File: src/rtl/packet_demultiplexer.sv
// 1-to-4 packet router: steers a valid/ready stream to one of four registered
// output channels, holding the route until the last beat of each packet.
module packet_demultiplexer #(
  parameter int WIDTH = 8,
  parameter int CNT_W = 8
) (
  input  logic                 clk,
  input  logic                 reset,
  input  logic                 in_valid,
  output logic                 in_ready,
  input  logic [WIDTH-1:0]     in_data,
  input  logic                 in_last,
  input  logic                 address0,
  input  logic                 address1,
  output logic [3:0]           out_valid,
  input  logic [3:0]           out_ready,
  output logic [4*WIDTH-1:0]   out_data,
  output logic [3:0]           out_last,
  output logic [4*CNT_W-1:0]   beat_count,
  output logic                 busy
);

  // state | meaning
  // IDLE  | between packets, route taken from the address inputs
  // ROUTE | mid-packet, route held in the latched register
  typedef enum logic {IDLE = 1'b0, ROUTE = 1'b1} state_t;

  state_t     state;
  logic [1:0] route;
  logic [1:0] target;
  logic       accept;

  assign target   = (state == ROUTE) ? route : {address1, address0};
  assign in_ready = !out_valid[target] | out_ready[target];
  assign accept   = in_valid & in_ready;

  always_ff @(posedge clk) begin
    if (reset) begin
      state <= IDLE;
      route <= 2'd0;
      busy  <= 1'b0;
    end else if (accept) begin
      case (state)
        IDLE: begin
          if (!in_last) begin
            state <= ROUTE;
            route <= target;
            busy  <= 1'b1;
          end
        end
        ROUTE: begin
          if (in_last) begin
            state <= IDLE;
            busy  <= 1'b0;
          end
        end
        default: begin
          state <= IDLE;
          busy  <= 1'b0;
        end
      endcase
    end
  end

  for (genvar n = 0; n < 4; n++) begin : g_chan
    logic             valid_q;
    logic             last_q;
    logic [WIDTH-1:0] data_q;
    logic [CNT_W-1:0] count_q;
    logic             load;
    logic             deliver;

    assign load    = accept && (target == 2'(n));
    assign deliver = valid_q & out_ready[n];

    // A load in the same cycle as a drain replaces the outgoing beat.
    always_ff @(posedge clk) begin
      if (reset) begin
        valid_q <= 1'b0;
        last_q  <= 1'b0;
        data_q  <= '0;
        count_q <= '0;
      end else begin
        if (load) begin
          valid_q <= 1'b1;
          data_q  <= in_data;
          last_q  <= in_last;
        end else if (deliver) begin
          valid_q <= 1'b0;
        end
        if (deliver) count_q <= count_q + CNT_W'(1);
      end
    end

    assign out_valid[n]                   = valid_q;
    assign out_last[n]                    = last_q;
    assign out_data[n*WIDTH +: WIDTH]     = data_q;
    assign beat_count[n*CNT_W +: CNT_W]   = count_q;
  end

endmodule

File: config.mk
export PLATFORM = sky130hd
export DESIGN_NAME = packet_demultiplexer
export DESIGN_NICKNAME = d
export VERILOG_FILES = /design/src/rtl/packet_demultiplexer.sv
export SDC_FILE = /design/constraint.sdc
export NUM_CORES = 1
export LEC_CHECK = 0
export ABC_AREA = 1
export CORE_AREA = 2 2 83 117
export DETAILED_ROUTE_END_ITERATION = 7
export DIE_AREA = 0 0 85 119
export HOLD_SLACK_MARGIN = 0.08
export PLACE_DENSITY = 0.66
export SETUP_SLACK_MARGIN = 0.5
export SYNTH_ARGS = -nofsm -noshare
export SYNTH_HDL_FRONTEND = slang
export SYNTH_SLANG_ARGS = --single-unit
File: constraint.sdc
create_clock -name clk -period 2.1 [get_ports clk]
set_input_delay 0.525 -clock clk [delete_from_list [all_inputs] [get_ports clk]]
set_output_delay 0.525 -clock clk [all_outputs]
set_load 0.05 [all_outputs]
==> results of run 1 <==
==> placed cells by master (no fill, tap or decap), types with 7 or more instances in the layout <==
master | Yosys | routed
a21oi_1 | 18 | 18
buf_2 | 2 | 37
buf_4 | 8 | 36
clkbuf_16 | 0 | 9
clkdlybuf4s15_2 | 0 | 22
clkdlybuf4s50_1 | 0 | 10
dfxtp_1 | 76 | 69
inv_1 | 121 | 119
nand2_1 | 144 | 134
nand2_2 | 5 | 7
nand2_4 | 0 | 8
nand3_1 | 12 | 8
nand4_1 | 41 | 41
nor2_1 | 76 | 73
o21ai_0 | 15 | 15
==> flip-flops by register name (all words and copies together), names as in the netlist <==
name / cells
g_chan.count_q: 32
g_chan.data_q: 32
g_chan.last_q: 4
g_chan.valid_q: 4
route: 2
busy: 1
state: 1
==> repair_timing <==
| item | CTS | global route |
|---|---|---|
| resized for setup | 246 | 48 |
| buffers inserted | 4 | 3 |
| endpoints found under the setup margin | 120 | 70 |
| pin swaps | 9 | 8 |
==> worst reg2reg max path: stages, from the launching register on <==
cell and delay [ps]:
dfxtp_4 430, inv_8 70, nand2_4 60, nand2_4 80
nand2_2 70, nand2_1 50, nand2_1 50, nand2_1 60
nand2_2 90, buf_4 270, nand3_4 180, nand2_1 90
inv_1 40, nor2_1 120
==> power breakdown <==
| group | internal (uW) | switching, uW | leakage [uW] | total, uW |
|---|---|---|---|---|
| registers | 1520 | 52.9 | 0.000622 | 1570 |
| logic | 312 | 597 | 0.00176 | 909 |
| clock network | 1070 | 590 | 0.000153 | 1660 |
==> final timing paths <==
kind,slack [ps],cells after the start,startpoint,end
max,130,9,state,in_ready
max reg2reg,360,13,state,g_chan[2].data_q[1]
min,470,1,g_chan[3].count_q[6],g_chan[3].count_q[6]
min reg2reg,470,1,g_chan[3].count_q[6],g_chan[3].count_q[6]
==> stage by stage <==
stage	power (uW)	instance area [um2]
finish	4150	5170
global route	4340	5170
CTS	4180	5200
detailed placement	2510	4860
floorplan	2220	3790
global placement	2500	4860
==> metal layers <==
layer  wire length [um]  share of wire [%]
met4                134                1.5
met1               3820                 42
met2               4610                 51
met3                549                6.0
met5                  0                  0
==> area by class of cell <==
| cell class | instances | area [um2] |
|---|---|---|
| inverter | 123 | 484 |
| clock inverter | 4 | 72.6 |
| tap | 110 | 138 |
| multi-input combinational | 337 | 1700 |
| sequential | 76 | 1530 |
| clock buffer | 12 | 246 |
| fill | 912 | 4030 |
| timing repair buffer | 119 | 995 |
==> logic make-up after synthesis <==
group                    share of synthesized area [%]
AND/OR/NAND/NOR                                   35.7
buffers and inverters                             16.4
AO/OA/AOI/OAI                                     4.82
adder cells (fa/ha/maj)                           1.68
XOR/XNOR                                         0.471
flip-flops                                        40.9
==> impl_metrics.sql, run 1 <==
INSERT INTO impl_metrics (metric_group, metric, value, unit) VALUES
('grt', 'via_count_of_the_first_global_routing_pass', '3316', ''),
('cells_and_area', 'finish.cell_count_without_fillers', '781', ''),
('outcome', 'outcome', 'finished, final reports clean', ''),
('sta', 'final_number_of_hold_violating_endpoints', '0', ''),
('cells_and_area', 'area.growth.synth_to_final', '39.1', '%'),
('yosys', 'postSynthRegisterBits', '76', ''),
('cts', 'ctsLongestPathBuffers', '2', ''),
('yosys', 'synth_edf_count', '0', ''),
('grt', 'initial_antenna_violation_count', '0', ''),
('yosys', 'netlist_instances', '561', ''),
('grt', 'global_route_total_usage_across_every_layer', '18.7', '%'),
('setup_path', 'worst-endpoint-required', '1570', 'ps'),
('cells_and_area', 'layout-drive-gt1-share', '24.6', '%'),
('cts', 'clk-insertion-delay-late', '330', 'ps'),
('cts', 'clock-root-buffer', 'clkbuf_16', ''),
('yosys', 'post_synth_instance_area', '3720', 'um2'),
('sta', 'worstMarginPinSlew', '282', 'ps'),
('setup_path', 'worst_setup_path_start_kind', 'flop', ''),
('worst_hold_path', 'min-delay-path-class', 'reg -> reg', ''),
('setup_path', 'timing.critical_path.fanout_max', '7', ''),
('grt', 'grt_first_pass_wirelength', '15.2', 'mm'),
('die', 'start_util', '40.4', '%'),
('power_and_ir_drop', 'ir_worst_vdd', '0.534', 'mV'),
('die', 'ioPinCount', '92', ''),
('setup_path', 'timing.critical_path.slowest_stage_cell', 'dfxtp_4', ''),
('routing', 'avgRoutedWirePerCell', '11.7', 'um'),
('grt', 'grt_max_degree', '53', ''),
('die', 'die_h', '119', 'um'),
('placement', 'hpwl_dp', '6.58', 'mm'),
('sta', 'timing_max_transition_violations_final', '0', ''),
('die', 'chipWidth', '85', 'um'),
('grt', 'use_met3', '5.27', '%'),
('cts', 'postCtsHoldBufs', '0', ''),
('routing', 'drt_wl_total', '9.12', 'mm'),
('setup_path', 'critical-path-max-stage-delay', '390', 'ps'),
('setup_path', 'crit_chain', 'inv_8 -> nand2_4 -> nand2_4 -> nand2_2 -> nand2_1 -> nand2_1 -> nand2_1 -> nand2_2 -> buf_12', ''),
('placement', 'gp_routability_congestion', '0.810', ''),
('sta', 'fin_worst_skew', '6.49', 'ps'),
('yosys', 'avgSynthCellArea', '6.62', 'um2'),
('cts', 'cts.sink_count', '76', ''),
('sta', 'final_period_minus_worst_setup_slack', '1970', 'ps'),
('sta', 'fmax', '0.508', 'GHz'),
('routing', 'drt-initial-drc-count', '174', ''),
('setup_path', 'cp.arrival', '1440', 'ps'),
('flow_run', 'max_cap_viol_count', '0', ''),
('yosys', 'synthDistinctLibCells', '23', ''),
('sta', 'setup_total_negative_slack', '0', 'ps'),
('placement', 'io_buffer_count', '91', ''),
('routing', 'drtPass1Iterations', '4', ''),
('die', 'row_count', '42', ''),
('power_and_ir_drop', 'leakage', '0.00253', 'uW'),
('setup_path', 'timing.critical_path.max_delay_family', 'simple AND/OR/NAND/NOR gates', ''),
('routing', 'routed_vias', '3568', ''),
('cts', 'cts_made_buffers', '9', ''),
('sta', 'layout_worst_path_cycle_share', '93.8', '%'),
('power_and_ir_drop', 'power_per_cell_area', '802', 'nW/um2'),
('routing', 'detail_route.vias_per_cell', '4.57', ''),
('routing', 'detail-route-antenna-nets', '0', ''),
('cells_and_area', 'finalNetCount', '689', ''),
('grt', 'met1_usage', '22.4', '%'),
('sta', 'worst_slew_margin_rel', '81.3', '%'),
('setup_path', 'critical_path.endpoint_type', 'primary output', ''),
('cts', 'clock_tree.htree_level_count', '3', ''),
('grt', 'grt.busiest_layer', 'met2', ''),
('yosys', 'synthDominantCellAreaShare', '40.9', '%'),
('setup_path', 'number_of_buffers_and_inverters_on_the_critical_path', '2', ''),
('cells_and_area', 'insertedDiodeCount', '0', ''),
('sta', 'worst_hold_slack', '469', 'ps'),
('yosys', 'synth.most_common_cell', 'nand2_1', ''),
('cts', 'clk_pin_slew_worst_paths', '60', 'ps'),
('placement', 'placed_cells_incl_taps', '758', '');
Note: power is estimated with default switching activity, not from simulation.
==> inputs of run 2 (changes only) <==
--- a/config.mk
+++ b/config.mk
@@ -9,7 +9,6 @@
 export CORE_AREA = 2 2 83 117
 export DETAILED_ROUTE_END_ITERATION = 7
 export DIE_AREA = 0 0 85 119
-export HOLD_SLACK_MARGIN = 0.08
 export PLACE_DENSITY = 0.66
 export SETUP_SLACK_MARGIN = 0.5
 export SYNTH_ARGS = -nofsm -noshare
==> results of run 2 <==
The final DEF is identical to that of run 1; final timing and power are the same.
